File: src/rtl/packet_page_releaser.sv
// packet_page_releaser: walks a stored packet's page chain, offers each page to the read engine, then frees it
// Ports: start_* (scheduler request), link_rd_* (link RAM read port), page_* (read engine handshake),
//        free_push/free_addr (free-list push_tail/tail_addr), done (last page freed), err_zero (zero-length start)
module packet_page_releaser #(
   parameter int ADDR_W = 11,
   parameter int CNT_W  = 7
) (
   input  logic              clk,
   input  logic              rst_n,
   input  logic              start_valid,
   output logic              start_ready,
   input  logic [ADDR_W-1:0] start_head,
   input  logic [CNT_W-1:0]  start_count,
   output logic              link_rd_en,
   output logic [ADDR_W-1:0] link_rd_addr,
   input  logic [ADDR_W-1:0] link_rd_data,
   output logic              page_valid,
   input  logic              page_ready,
   output logic [ADDR_W-1:0] page_addr,
   output logic              page_last,
   output logic              free_push,
   output logic [ADDR_W-1:0] free_addr,
   output logic              done,
   output logic              err_zero
);
   typedef enum logic [1:0] {IDLE, FETCH, OFFER} state_t;
   state_t            state_q, state_d;
   logic [ADDR_W-1:0] cur_q, cur_d, nxt_q, nxt_d, free_addr_q, free_addr_d;
   logic [CNT_W-1:0]  rem_q, rem_d;
   logic              cap_q, cap_d, free_push_q, free_push_d, done_q, done_d, err_zero_q, err_zero_d;
   logic              start_acc, page_acc, start_go;
   assign start_acc = start_valid && start_ready;
   assign page_acc  = page_valid && page_ready;
   assign start_go  = start_acc && start_count != '0;
   always_ff @(posedge clk or negedge rst_n) begin
      if (!rst_n) state_q <= IDLE;
      else        state_q <= state_d;
   end
   always_comb begin
      state_d = state_q;
      if (state_q == IDLE && start_go)
         state_d = start_count == CNT_W'(1) ? OFFER : FETCH;
      else if (state_q == FETCH)
         state_d = OFFER;
      else if (state_q == OFFER && page_acc)
         state_d = rem_q == CNT_W'(1) ? IDLE : (rem_q > CNT_W'(2) ? FETCH : OFFER);
   end
   always_comb begin
      start_ready  = state_q == IDLE;
      link_rd_en   = state_q == FETCH;
      link_rd_addr = state_q == FETCH ? cur_q : '0;
      page_valid   = state_q == OFFER;
      page_addr    = state_q == OFFER ? cur_q : '0;
      page_last    = state_q == OFFER && rem_q == CNT_W'(1);
      free_push    = free_push_q;
      free_addr    = free_addr_q;
      done         = done_q;
      err_zero     = err_zero_q;
   end
   // cap_q marks the first OFFER cycle after a FETCH, when link_rd_data carries the next pointer;
   // nxt_d forwards it so an accept in that very cycle advances straight to the next page.
   always_comb begin
      cap_d       = state_q == FETCH;
      nxt_d       = cap_q ? link_rd_data : nxt_q;
      cur_d       = start_go ? start_head : cur_q;
      rem_d       = start_go ? start_count : rem_q;
      free_push_d = page_acc;
      free_addr_d = page_acc ? cur_q : free_addr_q;
      done_d      = page_acc && rem_q == CNT_W'(1);
      err_zero_d  = start_acc && start_count == '0;
      if (page_acc && rem_q != CNT_W'(1)) begin
         cur_d = nxt_d;
         rem_d = rem_q - CNT_W'(1);
      end
   end
   always_ff @(posedge clk or negedge rst_n) begin
      if (!rst_n) begin
         cur_q       <= '0;
         nxt_q       <= '0;
         rem_q       <= '0;
         cap_q       <= 1'b0;
         free_push_q <= 1'b0;
         free_addr_q <= '0;
         done_q      <= 1'b0;
         err_zero_q  <= 1'b0;
      end else begin
         cur_q       <= cur_d;
         nxt_q       <= nxt_d;
         rem_q       <= rem_d;
         cap_q       <= cap_d;
         free_push_q <= free_push_d;
         free_addr_q <= free_addr_d;
         done_q      <= done_d;
         err_zero_q  <= err_zero_d;
      end
   end
endmodule

File: config.mk
export PLATFORM = sky130hd
export DESIGN_NAME = packet_page_releaser
export DESIGN_NICKNAME = d
export VERILOG_FILES = /design/src/rtl/packet_page_releaser.sv
export SDC_FILE = /design/constraint.sdc
export NUM_CORES = 1
export LEC_CHECK = 0
export ABC_AREA = 1
export CELL_PAD_IN_SITES_DETAIL_PLACEMENT = 0
export CELL_PAD_IN_SITES_GLOBAL_PLACEMENT = 1
export CORE_AREA = 2 2 82 84
export CTS_BUF_LIST = sky130_fd_sc_hd__clkbuf_4
export CTS_CLUSTER_DIAMETER = 120
export DETAILED_ROUTE_END_ITERATION = 8
export DIE_AREA = 0 0 84 86
export PLACE_DENSITY_LB_ADDON = 0.1
export REMOVE_ABC_BUFFERS = 1
export SYNTH_ARGS = -nofsm -noshare
export SYNTH_HDL_FRONTEND = slang
export SYNTH_SLANG_ARGS = --single-unit
File: constraint.sdc
create_clock -name clk -period 3.2 [get_ports clk]
set_input_delay 0.64 -clock clk [delete_from_list [all_inputs] [get_ports clk]]
set_output_delay 0.64 -clock clk [all_outputs]
set_load 0.1 [all_outputs]
==> results of run 1 <==
stage by stage:
step / TNS, ns / area (µm²) / cells / hold slack [ns]
after floorplan: -12.43 / 2280 / 253 / 0.344
after global placement: 0 / 3000 / 403 / 0.468
final: 0 / 3060 / 411 / 0.257
after CTS: 0 / 3060 / 411 / 0.256
after global routing: 0 / 3060 / 411 / 0.262
after detailed placement: 0 / 3000 / 403 / 0.474
cell type report:
type / count / area, µm²
clock buffer: 6 / 45.0
clock inverter: 2 / 13.8
fill: 632 / 3210
inverter: 29 / 109
multi-input combinational: 178 / 1020
sequential: 46 / 1150
tap: 77 / 96.3
timing repair buffer: 73 / 623
cells in the final DEF, fill, tap and decap left out, drive strengths merged:
cell / count
nand3: 9
xor2: 3
mux2: 11
ha: 3
buf: 42
nand4: 2
o21ai: 20
o211ai: 12
a21oi: 1
inv: 29
clkdlybuf4s50: 31
clkbuf: 6
clkinv: 2
or2: 1
dfrtp: 46
nand2: 70
nor2: 44
nor3: 2
critical path, stage by stage (launching register included):
cell,delay [ns]
dfrtp_1,0.41
inv_1,0.09
nor2_1,0.22
inv_1,0.29
nor2_1,0.17
buf_4,0.30
flip-flops by register name, indices dropped and copies added, names as in the netlist:
name       flops
err_zero       1
cur_q         11
done           1
state_q        2
free_addr     11
rem_q          7
cap_q          1
free_push      1
nxt_q         11
cells by family (layout without fill, tap and decap cells):
group | Yosys count | in the layout | synth area share
fa+ha+maj | 3 | 3 | 0.0160
simple gates | 128 | 128 | 0.247
mux | 11 | 11 | 0.0527
compound gates | 33 | 33 | 0.109
buf+inv | 38 | 110 | 0.0735
flops | 46 | 46 | 0.490
xor+xnor | 3 | 3 | 0.0112
worst max path at each step:
stage	cells after the start	start	to
after floorplan	3	state_q[1]	link_rd_addr[0]
after global placement	9	start_count[5]	state_q[0]
after detailed placement	8	start_count[5]	state_q[1]
after CTS	4	state_q[1]	link_rd_addr[10]
after global routing	5	state_q[0]	link_rd_addr[1]
final	5	state_q[0]	link_rd_addr[7]
per-layer routing:
metal | vias up | part of all wire | track usage
met3 | 4 | 0.043 | 0.0356
met4 | 0 | 0.0077 | 0.0440
met2 | 48 | 0.47 | 0.271
met5 | - | 0 | 0
met1 | 876 | 0.48 | 0.226
li1 | 970 | - | -
==> flow_metrics.tcl, run 1 <==
set metrics [dict create \
    critPathLaunchType "register" \
    drcViolationCount 0 \
    cts_htree_levels 2 \
    timing.rr.end "rem_q[6]" \
    cts_root_buf "clkbuf_4" \
    grtUsageTotal 0.166 \
    routedWlPerCell_um 13.4 \
    die_area_um2 7220 \
    yosysTopAreaCell "dfrtp_1" \
    crit_fanout 13 \
    routed_wl_um 5490 \
    cts_tree "done" \
    post-place-ws_ns 0.914 \
    yosysMostFrequentCell "nand2_1" \
    ctsHoldBuffers 0 \
    fmax_ghz 0.404 \
    regToRegStartpoint "rem_q[1]" \
    via_count 1898 \
    first_pass_iters 4 \
    antenna_found_initial 0 \
    synthFlopType "dfrtp_1" \
    yosys.area.top_type_share 0.490 \
    rows 29 \
    synth.cells.most_frequent "66 x nand2_1, 46 x dfrtp_1, 38 x nor2_1, 26 x inv_1, 19 x o21ai_0" \
    grt-ovfl-total 0 \
    worstSetupPathType "register to output port" \
    grt_start_max_net_pins 25 \
    drv_cap 0 \
    area_growth_pct 30.4 \
    core_region_area_um2 6280 \
    r2r_slack_ns 1.61 \
    cts_resized 0 \
    cp-end-kind "output port" \
    dr.first_iter.drc_count 68 \
    synth_warnings 0 \
    numPortBuffers 72 \
    hpwl_um 4030 \
    hold_viol 0 \
    grt_pass1_vias 1866 \
    post_cts_buffers 0 \
    cts.reportedPaths.clkPinSlew_ns 0.13 \
    cts_sinks 46 \
    io_pins 73 \
    grt_pass1_wl_um 9450 \
    final_antenna_net_count 0 \
    fp.dieH_um 86 \
    place.gp.congestion 0.789 \
    arrival_ns 1.83 \
    ys_ff_latch 46 \
    worstPathRequired_ns 2.56 \
    antenna_cells 0 \
    period_minus_slack_ns 2.47 \
    period_share 0.773 \
    final_util 0.488 \
    netlist_top_cells_area "dfrtp_1 49%, nand2_1 11%, nor2_1 6.1%, o211ai_2 5.3%, mux2_2 5.3%" \
    status "finished, final reports clean" \
    fin_worst_skew_ns 0.0153 \
    cts_buffers 5 \
    vias_per_cell 4.62 \
    worst_slack_ns 0.727 \
    clk_latency_ns 0.36 \
    synth-seq-area-share 0.490 \
    clk_path_buf_depth 2 \
    r2r_cells 8 \
    setup_violations 0 \
    nets 369 \
    worstMarginPinSlew_ns 0.550 \
    postSynthAreaPerCell_um2 8.96 \
    initial_utilization 0.374 \
    die-width_um 84 \
    slew_viol_final 0 \
    min_path_type "input pin to async pin" \
    synth.distinct_cells 27 \
    relSlewSlack 0.633 \
    rsz0062_at_grt "false" \
    synth_cells 262 \
    synthArstFlopShare 1.00 \
    drive_gt1_frac 0.257 \
    synth_edf_count 0 \
    synth_area_um2 2350 \
]
Power of run 1 is not shown: default switching activity piles up to over one toggle a cycle in this logic, so the estimate is an artifact.
==> run 2, diff against run 1 <==
Settings changed: CORE_AREA 2 2 82 84 to 2 2 89 91, DIE_AREA 0 0 84 86 to 0 0 91 93.
Clock period 3.2 ns to 2.2 ns, I/O delays scaled along.
==> run 2 against run 1 <==
Compared with the run above: highest routed layer unchanged; worst hold slack worse by 0.11 ns; critical endpoint is now link_rd_addr[4]; largest cell class unchanged; sequential share of layout area is 4.6 points lower; utilization down 2.4 points; sequential cell count unchanged; register-to-register slack worse by 1.1 ns; via count grew 2.5%; clock skew decreased by 0.0086 ns; critical path depth is the same; routed wire length increased by 10%; clock-buffer cell count did not move.
==> flow_metrics.tcl, run 2 (synthesis gave the netlist of run 1 again) <==
set metrics [dict create \
    nets 372 \
    antenna_found_initial 0 \
    fmax_ghz 0.477 \
    hpwl_um 4390 \
    post_cts_buffers 0 \
    cp_cell_sequence "nor2_1 -> inv_2 -> buf_12 -> nor2_1 -> buf_12" \
    cts_htree_levels 2 \
    clk_latency_ns 0.36 \
    rows 32 \
    mostFrequentLayoutCell "nand2_1" \
    place.gp.congestion 0.853 \
    final_cell_mix "66 x nand2_1, 46 x dfrtp_1, 33 x nor2_1" \
    numPortBuffers 72 \
    period_share 0.953 \
    crit_fanout 10 \
    path_depth 5 \
    min_path_type "input pin to async pin" \
    cts.reportedPaths.clkPinSlew_ns 0.14 \
    vias_per_cell 4.43 \
    grt_start_max_net_pins 47 \
    slowest_delay_ns 0.46 \
    final_antenna_net_count 0 \
    drcViolationCount 0 \
    area_growth_pct 48.6 \
    fin_worst_skew_ns 0.00676 \
    cp-startpoint "state_q[1]" \
    cts_buffers 5 \
    cpMaxStageDelayCell "dfrtp_1" \
    hold_viol 0 \
    setup_violations 0 \
    initial_utilization 0.312 \
    r2r_cells 8 \
    rsz0062_at_grt "false" \
    grtUsageTotal 0.152 \
    worstPathRequired_ns 1.76 \
    worstPathBufferInverterCount 3 \
    endpoint "link_rd_addr[4]" \
    period_minus_slack_ns 2.10 \
    ctsHoldBuffers 0 \
    regToRegStartpoint "rem_q[1]" \
    drive_gt1_frac 0.282 \
    final_util 0.464 \
    crit_family "buffers and inverters" \
    grt-ovfl-total 0 \
    timing.rr.end "rem_q[6]" \
    antenna_cells 0 \
    drv_cap 0 \
    dr.first_iter.drc_count 86 \
    routed_wl_um 6050 \
    core_region_area_um2 7530 \
    cts_sinks 46 \
    slew_viol_final 0 \
    die-width_um 91 \
    fillers 740 \
    io_pins 73 \
    worstMarginPinSlew_ns 0.605 \
    via_count 1945 \
    cts_root_buf "clkbuf_4" \
    critPathLaunchType "register" \
    ff_latch_area_um2 1150 \
    arrival_ns 1.66 \
    routedWlPerCell_um 13.8 \
    worstSetupPathType "register to output port" \
    r2r_slack_ns 0.56 \
    cts_tree "done" \
    multi_input_comb_area_um2 1040 \
    grt_pass1_wl_um 10000 \
    clk_path_buf_depth 2 \
    fp.dieH_um 93 \
    cp-end-kind "output port" \
    grt_pass1_vias 1964 \
    cts_resized 0 \
    status "finished, final reports clean" \
    first_pass_iters 4 \
    die_area_um2 8460 \
    relSlewSlack 0.597 \
]
-- run 2: worst min-delay path by stage --
stage,start,endpoint
2_1_floorplan,rst_n,cap_q
3_3_place_gp,free_addr[9],free_addr[9]
3_5_place_dp,free_addr[10],free_addr[10]
4_1_cts,rst_n,free_addr[7]
5_1_grt,rst_n,free_addr[7]
6_report,rst_n,free_addr[7]
-- run 2: stage by stage --
stage / setup WS [ns] / hold WS (ns) / instances / area, µm² / setup TNS, ns
floorplan: -1.93 / 0.144 / 253 / 2280 / -24.12
CTS: 0.0116 / 0.161 / 439 / 3480 / 0
detailed placement: 0.191 / 0.477 / 431 / 3400 / 0
global route: 0.00603 / 0.183 / 439 / 3490 / 0
global placement: 0.232 / 0.471 / 431 / 3400 / 0
finish: 0.104 / 0.142 / 439 / 3490 / 0
-- run 2: cell type report --
class	count	area share
clock buffers	6	0.0129
clock inverters	2	0.0108
inverters	29	0.0312
multi-input cells	178	0.297
flip-flops and latches	46	0.330
well taps	102	0.0366
repair buffers	76	0.282
-- run 2: metal layers --
metal | global-route usage | up-vias | wire length, µm
met5 | 0 | - | 0
met2 | 0.257 | 53 | 2850
met3 | 0.0274 | 5 | 285
li1 | - | 976 | -
met1 | 0.201 | 911 | 2840
met4 | 0.0455 | 0 | 75
Power of run 2 is left out for the same reason.
